## config.mk

```make
export PLATFORM = sky130hd
export DESIGN_NAME = block_looper_nch_flat
export DESIGN_NICKNAME = d
export VERILOG_FILES = /design/src/rtl/block_looper_nch_if.sv /design/src/rtl/block_looper_nch.sv /design/src/flat_wrapper.sv
export SDC_FILE = /design/constraint.sdc
export NUM_CORES = 2
export LEC_CHECK = 0
export CAP_MARGIN = 20
export CORE_ASPECT_RATIO = 1.2
export CORE_UTILIZATION = 57
export CTS_CLUSTER_SIZE = 16
export DETAILED_ROUTE_END_ITERATION = 10
export GPL_ROUTABILITY_DRIVEN = 1
export PLACE_DENSITY = 0.87
export SLEW_MARGIN = 20
export SYNTH_ARGS = -nofsm -noshare
export SYNTH_HDL_FRONTEND = slang
export SYNTH_SLANG_ARGS = --single-unit
```

## constraint.sdc

```tcl
create_clock -name i_clk -period 17.57 [get_ports i_clk]
set_input_delay 3.514 -clock i_clk [delete_from_list [all_inputs] [get_ports i_clk]]
set_output_delay 3.514 -clock i_clk [all_outputs]
set_load 0.03 [all_outputs]
```

## src/rtl/block_looper_nch_if.sv

```systemverilog
// Handshake/bus bundle between the block looper, the task configuration
// front end, the block-offset consumer, the per-channel memory-offset
// consumers and the block-completion reporter.
//
// Signals:
//   src_rdy / src_ack   task request (held until ack) / task retired pulse
//   i_bgrid_last        last block index per dimension, dim d at [d*WBW +: WBW]
//   i_ch_en             channel enable mask
//   i_mofs_start        per-channel base offset, channel c at [c*GBW +: GBW]
//   i_mofs_step         per-channel, per-dimension stride,
//                       (c,d) at [(c*DIM+d)*GBW +: GBW]
//   bofs_rdy/ack/o_bofs block-offset stream (dim d at [d*WBW +: WBW])
//   mofs_rdy/ack/o_mofs per-channel memory-offset streams
//   blkdone_dval        one issued block has completed downstream
//
// Modports: slave = the looper, master = the surrounding system.
interface block_looper_nch_if #(
  parameter int DIM  = 4,
  parameter int WBW  = 16,
  parameter int GBW  = 32,
  parameter int N_CH = 3
);
  logic                    src_rdy;
  logic                    src_ack;
  logic [DIM*WBW-1:0]      i_bgrid_last;
  logic [N_CH-1:0]         i_ch_en;
  logic [N_CH*GBW-1:0]     i_mofs_start;
  logic [N_CH*DIM*GBW-1:0] i_mofs_step;
  logic                    bofs_rdy;
  logic                    bofs_ack;
  logic [DIM*WBW-1:0]      o_bofs;
  logic [N_CH-1:0]         mofs_rdy;
  logic [N_CH-1:0]         mofs_ack;
  logic [N_CH*GBW-1:0]     o_mofs;
  logic                    blkdone_dval;

  modport slave (
    input  src_rdy, i_bgrid_last, i_ch_en, i_mofs_start, i_mofs_step,
           bofs_ack, mofs_ack, blkdone_dval,
    output src_ack, bofs_rdy, o_bofs, mofs_rdy, o_mofs
  );

  modport master (
    output src_rdy, i_bgrid_last, i_ch_en, i_mofs_start, i_mofs_step,
           bofs_ack, mofs_ack, blkdone_dval,
    input  src_ack, bofs_rdy, o_bofs, mofs_rdy, o_mofs
  );
endinterface

```

## src/rtl/block_looper_nch.sv

```systemverilog
// Block looper: walks a DIM-dimensional block grid (dim 0 fastest), broadcasts
// each block index vector on the bofs stream and one incrementally accumulated
// linear memory offset per enabled channel on the mofs streams. Issue is
// throttled so that at most N_PENDING blocks are outstanding (issued but not
// yet reported by blkdone_dval). The task is retired with a one-cycle src_ack
// once the grid is exhausted and every issued block has completed.
//
// Ports:
//   i_clk        clock
//   i_rst        asynchronous, active-low reset
//   bus          block_looper_nch_if.slave (task, bofs, mofs, blkdone)
//   o_stall_cnt  (only with BLK_LOOPER_PERF_EN) cycles spent in RUN fully
//                throttled with nothing offered; saturating, cleared per task
//
// Optional feature macro: BLK_LOOPER_PERF_EN
module block_looper_nch #(
  parameter int DIM       = 4,
  parameter int WBW       = 16,
  parameter int GBW       = 32,
  parameter int N_CH      = 3,
  parameter int N_PENDING = 4
) (
  input  logic                i_clk,
  input  logic                i_rst,
  block_looper_nch_if.slave   bus
`ifdef BLK_LOOPER_PERF_EN
  ,
  output logic [31:0]         o_stall_cnt
`endif
);

  localparam int PW = $clog2(N_PENDING + 1);
  localparam logic [PW-1:0] PEND_MAX = PW'(N_PENDING);

  typedef enum logic [1:0] {S_IDLE, S_RUN, S_DRAIN} state_t;

  state_t state_q, state_d;

  // Task configuration, captured once when the task is accepted.
  logic [WBW-1:0]  last_q [DIM];
  logic [N_CH-1:0] en_q;
  logic [GBW-1:0]  step_q [N_CH][DIM];

  // Walk state. acc_q[c][d] holds the channel-c offset at the start of the
  // current dim-d run, so advancing dimension d needs one add and a copy down.
  logic [WBW-1:0]  idx_q [DIM];
  logic [WBW-1:0]  idx_d [DIM];
  logic [GBW-1:0]  acc_q [N_CH][DIM];
  logic [GBW-1:0]  acc_d [N_CH][DIM];
  logic            sent_b_q, sent_b_d;
  logic [N_CH-1:0] sent_q, sent_d;
  logic [PW-1:0]   pend_q, pend_d;

  logic            accept;
  logic            issue;
  logic            bofs_rdy;
  logic [N_CH-1:0] mofs_rdy;
  logic            hs_b;
  logic [N_CH-1:0] hs_m;
  logic            done_b;
  logic [N_CH-1:0] done_m;
  logic            blk_done;
  logic            dec;
  logic            found;
  logic            all_last;
  int              sel;
  logic [GBW-1:0]  nv;

  assign accept   = (state_q == S_IDLE) && bus.src_rdy;
  // Pending only grows on completion, so an offered block is never withdrawn.
  assign issue    = (state_q == S_RUN) && (pend_q < PEND_MAX);
  assign bofs_rdy = issue & ~sent_b_q;
  assign mofs_rdy = {N_CH{issue}} & en_q & ~sent_q;
  assign hs_b     = bofs_rdy & bus.bofs_ack;
  assign hs_m     = mofs_rdy & bus.mofs_ack;
  // Disabled channels count as already sent.
  assign done_b   = sent_b_q | hs_b;
  assign done_m   = ~en_q | sent_q | hs_m;
  assign blk_done = issue & done_b & (&done_m);
  // A completion report with nothing outstanding is dropped.
  assign dec      = bus.blkdone_dval && (pend_q != '0);

  assign bus.bofs_rdy = bofs_rdy;
  assign bus.mofs_rdy = mofs_rdy;
  assign bus.src_ack  = (state_q == S_DRAIN) && (pend_q == '0);

  always_comb begin
    bus.o_bofs = '0;
    bus.o_mofs = '0;
    for (int d = 0; d < DIM; d++) bus.o_bofs[d*WBW +: WBW] = idx_q[d];
    for (int c = 0; c < N_CH; c++) bus.o_mofs[c*GBW +: GBW] = acc_q[c][0];
  end

  // Lowest dimension that has not reached its last index yet.
  always_comb begin
    found = 1'b0;
    sel   = 0;
    for (int d = 0; d < DIM; d++) begin
      if (!found && (idx_q[d] != last_q[d])) begin
        found = 1'b1;
        sel   = d;
      end
    end
    all_last = !found;
  end

  always_comb begin
    state_d  = state_q;
    idx_d    = idx_q;
    acc_d    = acc_q;
    sent_b_d = sent_b_q;
    sent_d   = sent_q;
    nv       = '0;
    case (state_q)
      S_IDLE: begin
        if (bus.src_rdy) begin
          state_d  = S_RUN;
          sent_b_d = 1'b0;
          sent_d   = '0;
          for (int d = 0; d < DIM; d++) begin
            idx_d[d] = '0;
            for (int c = 0; c < N_CH; c++) acc_d[c][d] = bus.i_mofs_start[c*GBW +: GBW];
          end
        end
      end
      S_RUN: begin
        if (blk_done) begin
          sent_b_d = 1'b0;
          sent_d   = '0;
          if (all_last) begin
            state_d = S_DRAIN;
          end else begin
            for (int d = 0; d < DIM; d++) begin
              if (d < sel)       idx_d[d] = '0;
              else if (d == sel) idx_d[d] = idx_q[d] + 1'b1;
            end
            for (int c = 0; c < N_CH; c++) begin
              for (int d = 0; d < DIM; d++) begin
                if (d == sel) nv = acc_q[c][d] + step_q[c][d];
              end
              for (int d = 0; d < DIM; d++) begin
                if (d <= sel) acc_d[c][d] = nv;
              end
            end
          end
        end else begin
          sent_b_d = sent_b_q | hs_b;
          sent_d   = sent_q | hs_m;
        end
      end
      S_DRAIN: begin
        if (pend_q == '0) state_d = S_IDLE;
      end
      default: state_d = S_IDLE;
    endcase
  end

  always_comb begin
    pend_d = pend_q;
    if (blk_done && !dec)      pend_d = pend_q + 1'b1;
    else if (!blk_done && dec) pend_d = pend_q - 1'b1;
  end

  always_ff @(posedge i_clk or negedge i_rst) begin
    if (!i_rst) begin
      state_q  <= S_IDLE;
      sent_b_q <= 1'b0;
      sent_q   <= '0;
      pend_q   <= '0;
      for (int d = 0; d < DIM; d++) begin
        idx_q[d] <= '0;
        for (int c = 0; c < N_CH; c++) acc_q[c][d] <= '0;
      end
    end else begin
      state_q  <= state_d;
      sent_b_q <= sent_b_d;
      sent_q   <= sent_d;
      pend_q   <= pend_d;
      idx_q    <= idx_d;
      acc_q    <= acc_d;
    end
  end

  // Configuration holds no meaning outside a task, so it carries no reset.
  always_ff @(posedge i_clk) begin
    if (accept) begin
      en_q <= bus.i_ch_en;
      for (int d = 0; d < DIM; d++) begin
        last_q[d] <= bus.i_bgrid_last[d*WBW +: WBW];
        for (int c = 0; c < N_CH; c++) step_q[c][d] <= bus.i_mofs_step[(c*DIM+d)*GBW +: GBW];
      end
    end
  end

`ifdef BLK_LOOPER_PERF_EN
  logic [31:0] stall_q;

  always_ff @(posedge i_clk or negedge i_rst) begin
    if (!i_rst) begin
      stall_q <= '0;
    end else if (accept) begin
      stall_q <= '0;
    end else if ((state_q == S_RUN) && (pend_q == PEND_MAX) && !bofs_rdy &&
                 !(|mofs_rdy) && (stall_q != '1)) begin
      stall_q <= stall_q + 32'd1;
    end
  end

  assign o_stall_cnt = stall_q;
`endif

endmodule

```

## src/flat_wrapper.sv

```systemverilog
// flat-port wrapper written by rule: the top's interface ports become plain ports
module block_looper_nch_flat 
#(
  parameter int DIM       = 4,
  parameter int WBW       = 16,
  parameter int GBW       = 32,
  parameter int N_CH      = 3,
  parameter int N_PENDING = 4
)
  (i_clk, i_rst, bus_src_rdy, bus_i_bgrid_last, bus_i_ch_en, bus_i_mofs_start, bus_i_mofs_step, bus_bofs_ack, bus_mofs_ack, bus_blkdone_dval, bus_src_ack, bus_bofs_rdy, bus_o_bofs, bus_mofs_rdy, bus_o_mofs);
  block_looper_nch_if #(.DIM(DIM), .WBW(WBW), .GBW(GBW), .N_CH(N_CH)) bus_i ();
  input  logic i_clk;
  input  logic i_rst;
  input wire logic [$bits(bus_i.src_rdy)-1:0] bus_src_rdy;
  input wire logic [$bits(bus_i.i_bgrid_last)-1:0] bus_i_bgrid_last;
  input wire logic [$bits(bus_i.i_ch_en)-1:0] bus_i_ch_en;
  input wire logic [$bits(bus_i.i_mofs_start)-1:0] bus_i_mofs_start;
  input wire logic [$bits(bus_i.i_mofs_step)-1:0] bus_i_mofs_step;
  input wire logic [$bits(bus_i.bofs_ack)-1:0] bus_bofs_ack;
  input wire logic [$bits(bus_i.mofs_ack)-1:0] bus_mofs_ack;
  input wire logic [$bits(bus_i.blkdone_dval)-1:0] bus_blkdone_dval;
  output wire logic [$bits(bus_i.src_ack)-1:0] bus_src_ack;
  output wire logic [$bits(bus_i.bofs_rdy)-1:0] bus_bofs_rdy;
  output wire logic [$bits(bus_i.o_bofs)-1:0] bus_o_bofs;
  output wire logic [$bits(bus_i.mofs_rdy)-1:0] bus_mofs_rdy;
  output wire logic [$bits(bus_i.o_mofs)-1:0] bus_o_mofs;
  assign bus_i.src_rdy = bus_src_rdy;
  assign bus_i.i_bgrid_last = bus_i_bgrid_last;
  assign bus_i.i_ch_en = bus_i_ch_en;
  assign bus_i.i_mofs_start = bus_i_mofs_start;
  assign bus_i.i_mofs_step = bus_i_mofs_step;
  assign bus_i.bofs_ack = bus_bofs_ack;
  assign bus_i.mofs_ack = bus_mofs_ack;
  assign bus_i.blkdone_dval = bus_blkdone_dval;
  assign bus_src_ack = bus_i.src_ack;
  assign bus_bofs_rdy = bus_i.bofs_rdy;
  assign bus_o_bofs = bus_i.o_bofs;
  assign bus_mofs_rdy = bus_i.mofs_rdy;
  assign bus_o_mofs = bus_i.o_mofs;
  block_looper_nch #(.DIM(DIM), .WBW(WBW), .GBW(GBW), .N_CH(N_CH), .N_PENDING(N_PENDING)) u_core (.i_clk(i_clk), .i_rst(i_rst), .bus(bus_i));
endmodule
```

After elaboration in Yosys (flattened, before gate mapping). Memory sizes are Yosys's and may differ from the RTL's. Index checks and enable logic that the tools add are counted. Widths: inputs -> output; s select.

Bits in registers: 460. Bits in writable memories: 448. Bits of input ports: 555. Output and inout bits: 165. Memories kept: 2.

$add $sub $neg: 18. $lt $le $gt $ge: 9. Equal/unequal tests: 22. Muxes and demuxes: 62. Bitwise gates (word level): 14. Reductions and logical operators: 31.

Memory list: u_core.step_q (depth 3, bits a word 128, rd ports 3, clocked after memory_dff 0, wr ports 3, line block_looper_nch.sv:42) `logic [GBW-1:0] step_q [N_CH][DIM];`; u_core.last_q (depth 4, bits a word 16, rd ports 4, clocked after memory_dff 0, wr ports 4, line block_looper_nch.sv:40) `logic [WBW-1:0] last_q [DIM];`.

Operator list (number): $mux 384 (3); $mux 32 (24); $pmux 384 s2 (1); $add 32x32->32 (12); $mux 64 (3); $mux 16 (8); $pmux 64 s2 (1); $add 16x1->16 const B (4); $ne 16x16->1 (4); $reduce_and 5->1 (8); $logic_not 32->1 (1); $ne 2x2->1 const B (7); $mux 2 (6); $mux 3 (4); $ne 3x3->1 const B (4); $and 3x3->3 (3); $logic_and 1x1->1 (9); $mux 1 (9); $or 3x3->3 (3); $not 3->3 (2); $pmux 2 s3 (1); $pmux 3 s2 (1); $logic_not 1->1 (5); $and 1x1->1 (4); other kinds (22) (29).

Depth between registers and ports, before layout. An unclocked memory read counts as a cell.

Word-level depth: 29. Depth in mapped cells: 16. Mapped depth without buffers: 14.

Worst setup path before layout. OpenSTA, ideal clock, no wires.

Kind: in2reg. Start point: input port bus_src_rdy. End point: register u_core.en_q[0] (enable). Library setup time: 991 ps. Data arrival time: 16258 ps. Required time: 16579 ps. Setup slack: 322 ps. Stages: 5. Buffers on the path: 1. Path through: nand2b_1 inv_1 nand2_1 inv_1 clkbuf_1.

Longest elaborated chain between the ends: 1.

Ends and longest elaborated chain: from (decl) (line flat_wrapper.sv:14) `input wire logic [$bits(bus_i.src_rdy)-1:0] bus_src_rdy;`; $logic_and 1x1->1 (line block_looper_nch.sv:69) `assign accept = (state_q == S_IDLE) && bus.src_rdy;`; via u_core.accept (line block_looper_nch.sv:54) `logic accept;`; to (signal assigned) (line block_looper_nch.sv:187) `en_q <= bus.i_ch_en;`; to (decl) (line block_looper_nch.sv:41) `logic [N_CH-1:0] en_q;`.

The timed path passes the listed nets, and every way through them passes these cells. A chain may end at the register's enable or synchronous reset.

Worst setup path after layout.
Start point: input port bus_mofs_ack[0]. End point: register u_core.acc_q[148] (netlist bit).

Longest elaborated chain between the ends: 6.

Ends and longest elaborated chain: from (decl) (line flat_wrapper.sv:20) `input wire logic [$bits(bus_i.mofs_ack)-1:0] bus_mofs_ack;`; $and 3x3->3 (line block_looper_nch.sv:75) `assign hs_m = mofs_rdy & bus.mofs_ack;`; $or 3x3->3 (line block_looper_nch.sv:78) `assign done_m = ~en_q | sent_q | hs_m;`; $reduce_and 3->1 (line block_looper_nch.sv:79) `assign blk_done = issue & done_b & (&done_m);`; $and 1x1->1 (line block_looper_nch.sv:79); $ne 2x1->1 (no source line); $reduce_and 5->1 (no source line); to (signal assigned) (line block_looper_nch.sv:180) `acc_q <= acc_d;`; to (decl) (line block_looper_nch.sv:48) `logic [GBW-1:0] acc_q [N_CH][DIM];`.

Every way passes these cells.

==> results.yml <==
drt:
  ant_nets: 0
  wirelength_mm: 195
  drc: 0
  wl_per_cell_um: 26.5
  vias_per_cell: 6.48
  vias: 47600
  dr.pass1.iters: 6
  dr.first_iter.drc_count: 4718
die:
  rows: 124
  start_util_pct: 57.4
  core_area_um2: 95100
  die_y_um: 341
  io_pins: 720
  die_w_um: 285
  die-area_um2: 97100
cells_and_area:
  drive_gt1_share_pct: 6.81
  finish.utilization_pct: 69.0
  nets: 6936
  fillers: 6982
  areaGrowthSynthToFinish_pct: 20.1
  final_cells: 7345
  fin_area_um2: 65600
pwr:
  clockPowerShare_pct: 20.0
  powerDensity_nw_per_um2: 164
  p_int_mw: 6.17
  p_sw_share_pct: 42.8
  power.total_mw: 10.8
  power_leakage_nw: 27.4
  switching_power_mw: 4.61
  ir_worst_vdd_mv: 0.130
  p_seq_share_pct: 28.3
  pwr-share-comb_pct: 51.7
clock_network:
  cts_setup_buffers: 0
  numCtsBuffers: 96
  clock_latency_ns: 0.71
  cts_tree: "yes"
  root_buffer: "clkbuf_16"
  cts_buffer_depth: 3
  holdBufCountCts: 0
  cts.sinks: 908
  clk_pin_slew_ns: 0.06
  postCtsResizedCells: 0
  htreeDepth: 3
sta:
  setup_ws_ns: 9.70
  clock.fmax_mhz: 127
  relSlewSlack_pct: 19.4
  rsz0062_at_grt: "false"
  setup_violations: 0
  tns_ns: 0
  post-route-period-util_pct: 44.8
  min_period_ns: 7.87
  worst_pin_slew_ns: 1.19
  slew_viol_final: 0
  hold_violations: 0
  finalClockSkew_ns: 0.0328
  holdWs_ns: 0.482
place:
  post-place-ws_ns: 9.10
  dp_cells: 7153
  post_dp_cell_area_um2: 62300
  port-buffer-count: 719
  dpl.hpwl_mm: 142
  gp_congestion: 1.06
yosys:
  ys_warn_count: 0
  synth_top_family_by_area: "compound AO/OA/AOI/OAI gates"
  yosysMostFrequentCell: "nand2_1"
  yosysSeqAreaShare_pct: 45.7
  synthTopCellsByArea: "edfxtp_1 (25%), dfrtp_1 (21%), ha_1 (8.6%), nand2_1 (5.5%), a21oi_1 (3.5%)"
  synth_cells: 5418
  synthXorXnorAreaFrac_pct: 6.70
  yosysTopAreaCell: "edfxtp_1"
  synthMuxAreaShare_pct: 2.84
  synth_top_flop_cell: "dfrtp_1"
  yosysTopAreaCellShare_pct: 24.8
  synth_edf_count: 451
  ys_ff_latch: 908
  async_reset_ff_share_pct: 50.3
  synth_area_um2: 54600
  syn_avg_cell_area_um2: 10.1
  synth_commonest_cells: "nand2_1 (795), dfrtp_1 (457), edfxtp_1 (451), a21oi_1 (384), ha_1 (377)"
  post_synth_and_or_nand_nor_area_fraction_pct: 13.6
  synthAdderAreaFrac_pct: 9.11
  synth_compound_area_share_pct: 18.4
  synth.distinct_cells: 107
  synth.net_count: 6363
global_routing:
  grtUsageTotal_pct: 39.2
  antenna_found_initial: 33
  grt_max_degree: 95
  grt_first_pass_wirelength_mm: 285
  grt_pass1_vias: 47300
  overflow: 0
setup_path:
  cp_data_arrival_time_ns: 8.44
  end_kind: "flop"
  r2r_start: "u_core.state_q[1]"
  reg2reg_to: "u_core.acc_q[148]"
  critPathKind: "primary input to flop"
  start_kind: "primary input"
  ff2ff_setup_slack_ns: 11.94
  worstPathMaxFanout: 79
  worst_r2r_path_depth: 12
  required_ns: 18.14
hold_path:
  hold_path.startpoint: "u_core.acc_q[11]"
  worstHoldEndpoint: "u_core.acc_q[11]"
  hold_class: "flop to flop"
  whs_path_depth: 2
status:
  status: "finished clean"
job:
  max-cap-violations: 0
[worst max-delay path, cell delays in order]
cell and delay (ns):
clkdlybuf4s50_1 0.47, nor2_1 0.05, nand2_1 0.06, o21ai_0 0.13, nor3_4 0.38, a21boi_2 0.45
inv_1 0.18, a21oi_4 0.16, buf_4 0.57, buf_4 0.91, nand2_4 0.89, a32oi_1 0.43
o21ai_0 0.12
[how the worst max path moves through the flow]
stage	startpoint	end	slack, ns	cells past startpoint
CTS	bus_mofs_ack[0]	u_core.acc_q[148]	9.90	13
finish	bus_mofs_ack[0]	u_core.acc_q[148]	9.70	13
global route	bus_mofs_ack[0]	u_core.acc_q[148]	9.56	13
floorplan	bus_src_rdy	u_core.en_q[0]	0.32	5
detailed placement	bus_mofs_ack[0]	u_core.acc_q[148]	9.10	13
global placement	bus_mofs_ack[0]	u_core.acc_q[148]	9.31	13
[placed cells by master, fill, tap and decap left out, types with 17 or more instances in the layout]
cell type,count
inv_1,115
nand3_1,102
a221oi_1,39
o31ai_1,80
nor2b_1,40
a31oi_1,71
clkbuf_1,20
o21bai_1,47
and3_1,50
o21a_1,56
o21ai_0,318
a21oi_1,384
edfxtp_1,451
o22ai_1,34
buf_4,41
mux2_2,129
dfrtp_1,457
clkdlybuf4s50_1,718
nand4_1,60
clkinv_2,20
nor2_1,312
nor3_1,66
xnor2_1,210
xor2_1,208
o221ai_1,31
a211oi_1,73
a21o_1,152
and4_1,18
or3_1,23
nor4_1,17
nand2b_1,56
clkbuf_16,99
ha_1,377
o211ai_1,35
and2_1,20
nand2_1,789
[state kept, by name, summed over array words and instances, names as in the netlist]
name / count
u_core.pend_q: 3
u_core.state_q: 2
u_core.step_q: 384
u_core.en_q: 3
u_core.sent_b_q: 1
u_core.sent_q: 3
u_core.acc_q: 288
u_core.last_q: 64
u_core.bus.o_bofs: 64
u_core.bus.o_mofs: 96
[metal layers]
layer	global-route usage, %	vias up	routed length (um)
li1	-	21000	-
met1	45.7	22900	69400
met2	64.9	2885	91600
met3	8.44	787	19000
met4	26.4	36	14600
met5	0	-	229
[power by group through the flow]
stage | combinational, mW | clock, mW | sequential, mW
final | 5.57 | 2.16 | 3.05
after global routing | 5.98 | 2.24 | 3.09
after CTS | 5.42 | 2.17 | 3.03
after detailed placement | 5.37 | 0 | 3.06
after global placement | 5.26 | 0 | 3.05
after floorplan | 3.98 | 0 | 2.95
[cells by family (layout without fill, tap and decap cells)]
kind of cell,count (synthesis),after routing
other,0,10
xor gates and xnor gates,418,418
buffers and inverters,402,1059
adders and majority gates,390,390
DFF,908,908
muxes,139,139
AOI/OAI and AO/OA,1534,1534
and+or+nand+nor,1627,1627
[layout make-up]
| type | count | area [um2] | share of cell area (%) |
|---|---|---|---|
| sequential | 908 | 25000 | 38.1 |
| clock buffer | 123 | 2610 | 3.98 |
| timing repair buffer | 761 | 7520 | 11.5 |
| multi-input combinational | 4108 | 27700 | 42.3 |
| clock inverter | 59 | 698 | 1.06 |
| inverter | 116 | 443 | 0.675 |
| antenna | 10 | 25.0 | 0.0382 |
| tap | 1260 | 1580 | 2.40 |
Power figures use the tool's default switching activity.
